[config.mk]
export PLATFORM = sky130hd
export DESIGN_NAME = pulse_train_gen
export DESIGN_NICKNAME = d
export VERILOG_FILES = /design/src/rtl/pulse_train_pkg.sv /design/src/rtl/pulse_train_chan.sv /design/src/rtl/pulse_train_gen.sv
export SDC_FILE = /design/constraint.sdc
export NUM_CORES = 1
export LEC_CHECK = 0
export CORE_MARGIN = 2
export CORE_UTILIZATION = 47
export DETAILED_ROUTE_END_ITERATION = 10
export PLACE_DENSITY_LB_ADDON = 0.05
export SLEW_MARGIN = 10
export SYNTH_ARGS = -nofsm -noshare
export SYNTH_HDL_FRONTEND = slang
export SYNTH_SLANG_ARGS = --single-unit
[constraint.sdc]
create_clock -name clk -period 2.8 [get_ports clk]
set_input_delay 0.56 -clock clk [delete_from_list [all_inputs] [get_ports clk]]
set_output_delay 0.56 -clock clk [all_outputs]
set_load 0.005 [all_outputs]
[src/rtl/pulse_train_pkg.sv]
// rtl/pulse_train_pkg.sv - shared state encoding and default widths for the pulse-train generator
package pulse_train_pkg;

  localparam int CW_DEF = 8;
  localparam int PW_DEF = 4;

  typedef enum logic [1:0] {
    ST_IDLE = 2'd0,
    ST_HIGH = 2'd1,
    ST_LOW  = 2'd2
  } state_t;

endpackage

[src/rtl/pulse_train_chan.sv]
// rtl/pulse_train_chan.sv - one pulse-train channel: capture registers, phase timer, remaining counter
module pulse_train_chan
  import pulse_train_pkg::*;
#(
  parameter int CW = CW_DEF,
  parameter int PW = PW_DEF
) (
  input  logic          clk,
  input  logic          rst_n,
  input  logic          en,
  input  logic          abort,
  input  logic          ld_valid,
  output logic          ld_ready,
  input  logic [CW-1:0] ld_cnt,
  input  logic [PW-1:0] ld_hi,
  input  logic [PW-1:0] ld_lo,
  output logic          pout,
  output logic          busy,
  output logic          done
);

  state_t        state;
  logic [CW-1:0] rem;
  logic [PW-1:0] tmr;
  logic [PW-1:0] hi_r;
  logic [PW-1:0] lo_r;
  logic          pend;
  logic          accept;

  // pend marks a load taken while en=0; it blocks further loads until the train starts
  assign ld_ready = (state == ST_IDLE) & ~pend & ~abort;
  assign busy     = (state != ST_IDLE);
  assign accept   = ld_valid & ld_ready;

  always_ff @(posedge clk or negedge rst_n) begin
    if (!rst_n) begin
      state <= ST_IDLE;
      rem   <= '0;
      tmr   <= '0;
      hi_r  <= '0;
      lo_r  <= '0;
      pend  <= 1'b0;
      pout  <= 1'b0;
      done  <= 1'b0;
    end else begin
      done <= 1'b0;
      if (abort) begin
        state <= ST_IDLE;
        pout  <= 1'b0;
        pend  <= 1'b0;
        tmr   <= '0;
      end else begin
        case (state)
          ST_IDLE: begin
            if (accept) begin
              hi_r <= ld_hi;
              lo_r <= ld_lo;
              rem  <= ld_cnt;
            end
            if (accept && en) begin
              if (ld_cnt != '0) begin
                state <= ST_HIGH;
                pout  <= 1'b1;
                tmr   <= '0;
              end else begin
                done <= 1'b1;
              end
            end else if (accept) begin
              pend <= 1'b1;
            end else if (pend && en) begin
              pend <= 1'b0;
              if (rem != '0) begin
                state <= ST_HIGH;
                pout  <= 1'b1;
                tmr   <= '0;
              end else begin
                done <= 1'b1;
              end
            end
          end
          ST_HIGH: begin
            if (en) begin
              if (tmr == hi_r) begin
                tmr  <= '0;
                pout <= 1'b0;
                if (rem == CW'(1)) begin
                  state <= ST_IDLE;
                  done  <= 1'b1;
                end else begin
                  state <= ST_LOW;
                  rem   <= rem - 1'b1;
                end
              end else begin
                tmr <= tmr + 1'b1;
              end
            end
          end
          ST_LOW: begin
            if (en) begin
              if (tmr == lo_r) begin
                state <= ST_HIGH;
                pout  <= 1'b1;
                tmr   <= '0;
              end else begin
                tmr <= tmr + 1'b1;
              end
            end
          end
          default: begin
            state <= ST_IDLE;
            pout  <= 1'b0;
          end
        endcase
      end
    end
  end

endmodule

[src/rtl/pulse_train_gen.sv]
// rtl/pulse_train_gen.sv - NCH-channel pulse-train generator; PULSE_TRAIN_ABORT_EN adds the abort port
module pulse_train_gen
  import pulse_train_pkg::*;
#(
  parameter int NCH = 4,
  parameter int CW  = CW_DEF,
  parameter int PW  = PW_DEF
) (
  input  logic              clk,
  input  logic              rst_n,
  input  logic              en,
`ifdef PULSE_TRAIN_ABORT_EN
  input  logic [NCH-1:0]    abort,
`endif
  input  logic [NCH-1:0]    ld_valid,
  output logic [NCH-1:0]    ld_ready,
  input  logic [NCH*CW-1:0] ld_cnt,
  input  logic [NCH*PW-1:0] ld_hi,
  input  logic [NCH*PW-1:0] ld_lo,
  output logic [NCH-1:0]    pout,
  output logic [NCH-1:0]    busy,
  output logic [NCH-1:0]    done
);

  logic [NCH-1:0] ch_abort;

`ifdef PULSE_TRAIN_ABORT_EN
  assign ch_abort = abort;
`else
  assign ch_abort = '0;
`endif

  for (genvar i = 0; i < NCH; i++) begin : g_ch
    pulse_train_chan #(
      .CW(CW),
      .PW(PW)
    ) u_chan (
      .clk      (clk),
      .rst_n    (rst_n),
      .en       (en),
      .abort    (ch_abort[i]),
      .ld_valid (ld_valid[i]),
      .ld_ready (ld_ready[i]),
      .ld_cnt   (ld_cnt[i*CW +: CW]),
      .ld_hi    (ld_hi[i*PW +: PW]),
      .ld_lo    (ld_lo[i*PW +: PW]),
      .pout     (pout[i]),
      .busy     (busy[i]),
      .done     (done[i])
    );
  end

endmodule

==> impl_metrics.toml, run 1 <==
[outcome]
status = "completed"

[synthesis]
synth-seq-cells = 99
yosysWarnings = 0
async_flop_share = 1.000
ys_types = 77
synth_edf_count = 0
synth-seq-area-share = 0.3859
synth.cell_area_um2 = 6420
synth-main-ff-cell = "dfrtp_1"
syn_nets = 791
avgSynthCellArea_um2 = 9.345
synth_cells = 687

[final_layout]
layout-drive-gt1-share = 0.1169
multi_input_area_um2 = 3551
fin_cells = 946
final_nets = 870
syn_to_final_growth_pct = 20.64
seqCellArea_um2 = 2477
most-common-layout-cells = "dfrtp_1 (99), clkdlybuf4s50_1 (85), nand2_1 (69)"
antenna_cells = 0
fill_cells = 1149
mostFrequentLayoutCell = "dfrtp_1"

[flow_run]
drv_cap = 0

[die]
fp.dieH_um = 120.9
rows = 42
die_w_um = 120.9
ioPinCount = 87
fp.coreArea_um2 = 13300
initial_core_util = 0.4829
floorplan.die_area_um2 = 14610

[placed_design]
dp_cells = 931
port_buffers = 86
pre_cts_slack_ns = 0.02802
dp_hpwl_um = 11120
place.gp.congestion = 0.8812

[power_and_ir_drop]
ir_drop_v = 0.0005052
powerDensity_nw_per_um2 = 1056
power.leakage_uw = 0.003210

[clocking]
cts_tree = "done"
cts_root_buf = "clkbuf_16"
cts.sinks = 99
clk_latency_ns = 0.35
path_clk_slew_ns = 0.07
cts_resized = 0
cts_setup_buffers = 0
cts_buffers = 9
hold_buffers = 0
h-tree-depth = 3
cts_buffer_depth = 2

[sta]
drv_slew = 0
relSlewSlack = 0.4517
tns_ns = 0
min_period_ns = 2.661
fin_ws_ns = 0.1391
final-hold-violation-count = 0
finalClockSkew_ns = 0.009067
tightest_slew_ns = 0.8224
post-route-period-util = 0.9503
max_freq_mhz = 375.8
rsz0062_at_grt = "false"
setup_violations = 0

[hold_path]
hp-class = "primary input to asynchronous set/reset pin"

[grt]
grt_overflow = 0
antenna_found_initial = 0
grt_pass1_vias = 5319
grt_start_max_net_pins = 100
grt_usage = 0.2187
grt_pass1_wl_um = 25850

[setup_path]
critPathRequiredTime_ns = 2.24
cp_max_fo = 9
crit_type = "flip-flop to output pin"
crit_path_start_kind = "flip-flop"
cp-end-kind = "output pin"
arrival_ns = 2.10

[detailed_routing]
dr_total_vias = 5532
drtAntennaViolNets = 0
drt-total-wl_um = 15270
drc = 0
via_per_inst = 5.848
avgRoutedWirePerCell_um = 16.14
drt_iter0_markers = 457
dr.pass1.iters = 5
[report_power, final]
group          switching [uW]  internal [uW]
Clock                     583            708
Combinational            2200           1980
Sequential                658           2050
Total                    3440           4740
[cell families after synthesis]
| family | synth area share |
|---|---|
| xor+xnor | 0.04366 |
| simple gates | 0.1922 |
| flops | 0.3859 |
| fa+ha+maj | 0.06432 |
| buf+inv | 0.06139 |
| mux | 0.07640 |
| compound gates | 0.1762 |
[sequential cells by signal (all words and copies together) (netlist names)]
register / cells
g_ch.u_chan.pout: 4
g_ch.u_chan.lo_r: 16
g_ch.u_chan.state: 7
g_ch.u_chan.done: 4
g_ch.u_chan.pend: 4
g_ch.u_chan.tmr: 16
g_ch.u_chan.hi_r: 16
g_ch.u_chan.rem: 32
[worst max-delay path: stages, from the launching register on]
cell	delay, ns
dfrtp_1	0.41
inv_1	0.12
ha_1	0.36
inv_1	0.21
nor2_1	0.14
clkdlybuf4s50_1	0.51
[per-layer routing]
| layer | vias to the layer above | part of all wire | global-route usage |
|---|---|---|---|
| met3 | 17 | 0.054 | 0.04464 |
| met1 | 2692 | 0.46 | 0.2967 |
| met4 | 0 | 0.014 | 0.06177 |
| met2 | 159 | 0.47 | 0.3550 |
| li1 | 2664 | - | - |
| met5 | - | 0 | 0 |
[metrics by stage]
step	hold slack (ns)	instance area, um2	utilization	total power, uW
floorplan	0.2644	6420	-	5735
global placement	0.4836	7443	0.5599	6787
detailed placement	0.4867	7443	0.5599	6878
CTS	0.2902	7742	0.5823	8222
global route	0.2893	7745	0.5825	8895
finish	0.2426	7745	0.5825	8175
[cell type report]
class                           count  area share
Clock buffer                       10     0.02956
Clock inverter                      5    0.009047
Inverter                           45     0.02181
Multi-Input combinational cell    504      0.4585
Sequential cell                    99      0.3199
Tap cell                          176     0.02843
Timing Repair Buffer              107      0.1328
[final timing paths]
path	startpoint	depth (start not counted)	to	slack, ns
setup / recovery	g_ch[1].u_chan.state[1]	5	ld_ready[1]	0.14
hold / removal	rst_n	2	g_ch[0].u_chan.rem[6]	0.24
setup reg to reg	g_ch[2].u_chan.state[0]	8	g_ch[2].u_chan.pout	0.38
hold reg to reg	g_ch[3].u_chan.lo_r[1]	2	g_ch[3].u_chan.lo_r[1]	0.50
max in group asynchronous	rst_n	2	g_ch[1].u_chan.done	2.12
min in group clk	g_ch[3].u_chan.lo_r[1]	2	g_ch[3].u_chan.lo_r[1]	0.50
[synth_stat cells, types with 5 or more instances]
library cell / instances / area (um2)
a21oi_1: 23 / 115.1
nand3_1: 15 / 75.07
o21ai_0: 27 / 135.1
dfrtp_1: 99 / 2477
nor4_1: 11 / 68.82
nor2_1: 58 / 217.7
nor3_1: 20 / 100.1
a41oi_1: 9 / 78.83
a311oi_1: 5 / 43.79
nand2b_1: 7 / 43.79
o31ai_1: 7 / 52.55
o22ai_1: 9 / 56.30
and4_1: 5 / 43.79
inv_1: 44 / 165.2
clkbuf_1: 13 / 48.80
mux2_2: 28 / 315.3
nand2_1: 69 / 259.0
a31oi_1: 9 / 56.30
or3_1: 5 / 31.28
xnor2_1: 20 / 175.2
mux2i_1: 16 / 160.2
ha_1: 33 / 412.9
xor2_1: 12 / 105.1
o2bb2ai_1: 5 / 43.79
o32a_1: 6 / 60.06
buf_4: 17 / 127.6
buf_2: 5 / 25.02
and2_1: 6 / 37.54
or4_1: 5 / 37.54
nand4_1: 17 / 106.4
No activity file was read; power rests on OpenSTA's default activity.
==> run 2, diff against run 1 <==
- CAP_MARGIN: unset -> 20
- CTS_CLUSTER_SIZE: unset -> 24
==> results of run 2 <==
No change in the layout: final DEF, timing and power equal those of run 1.
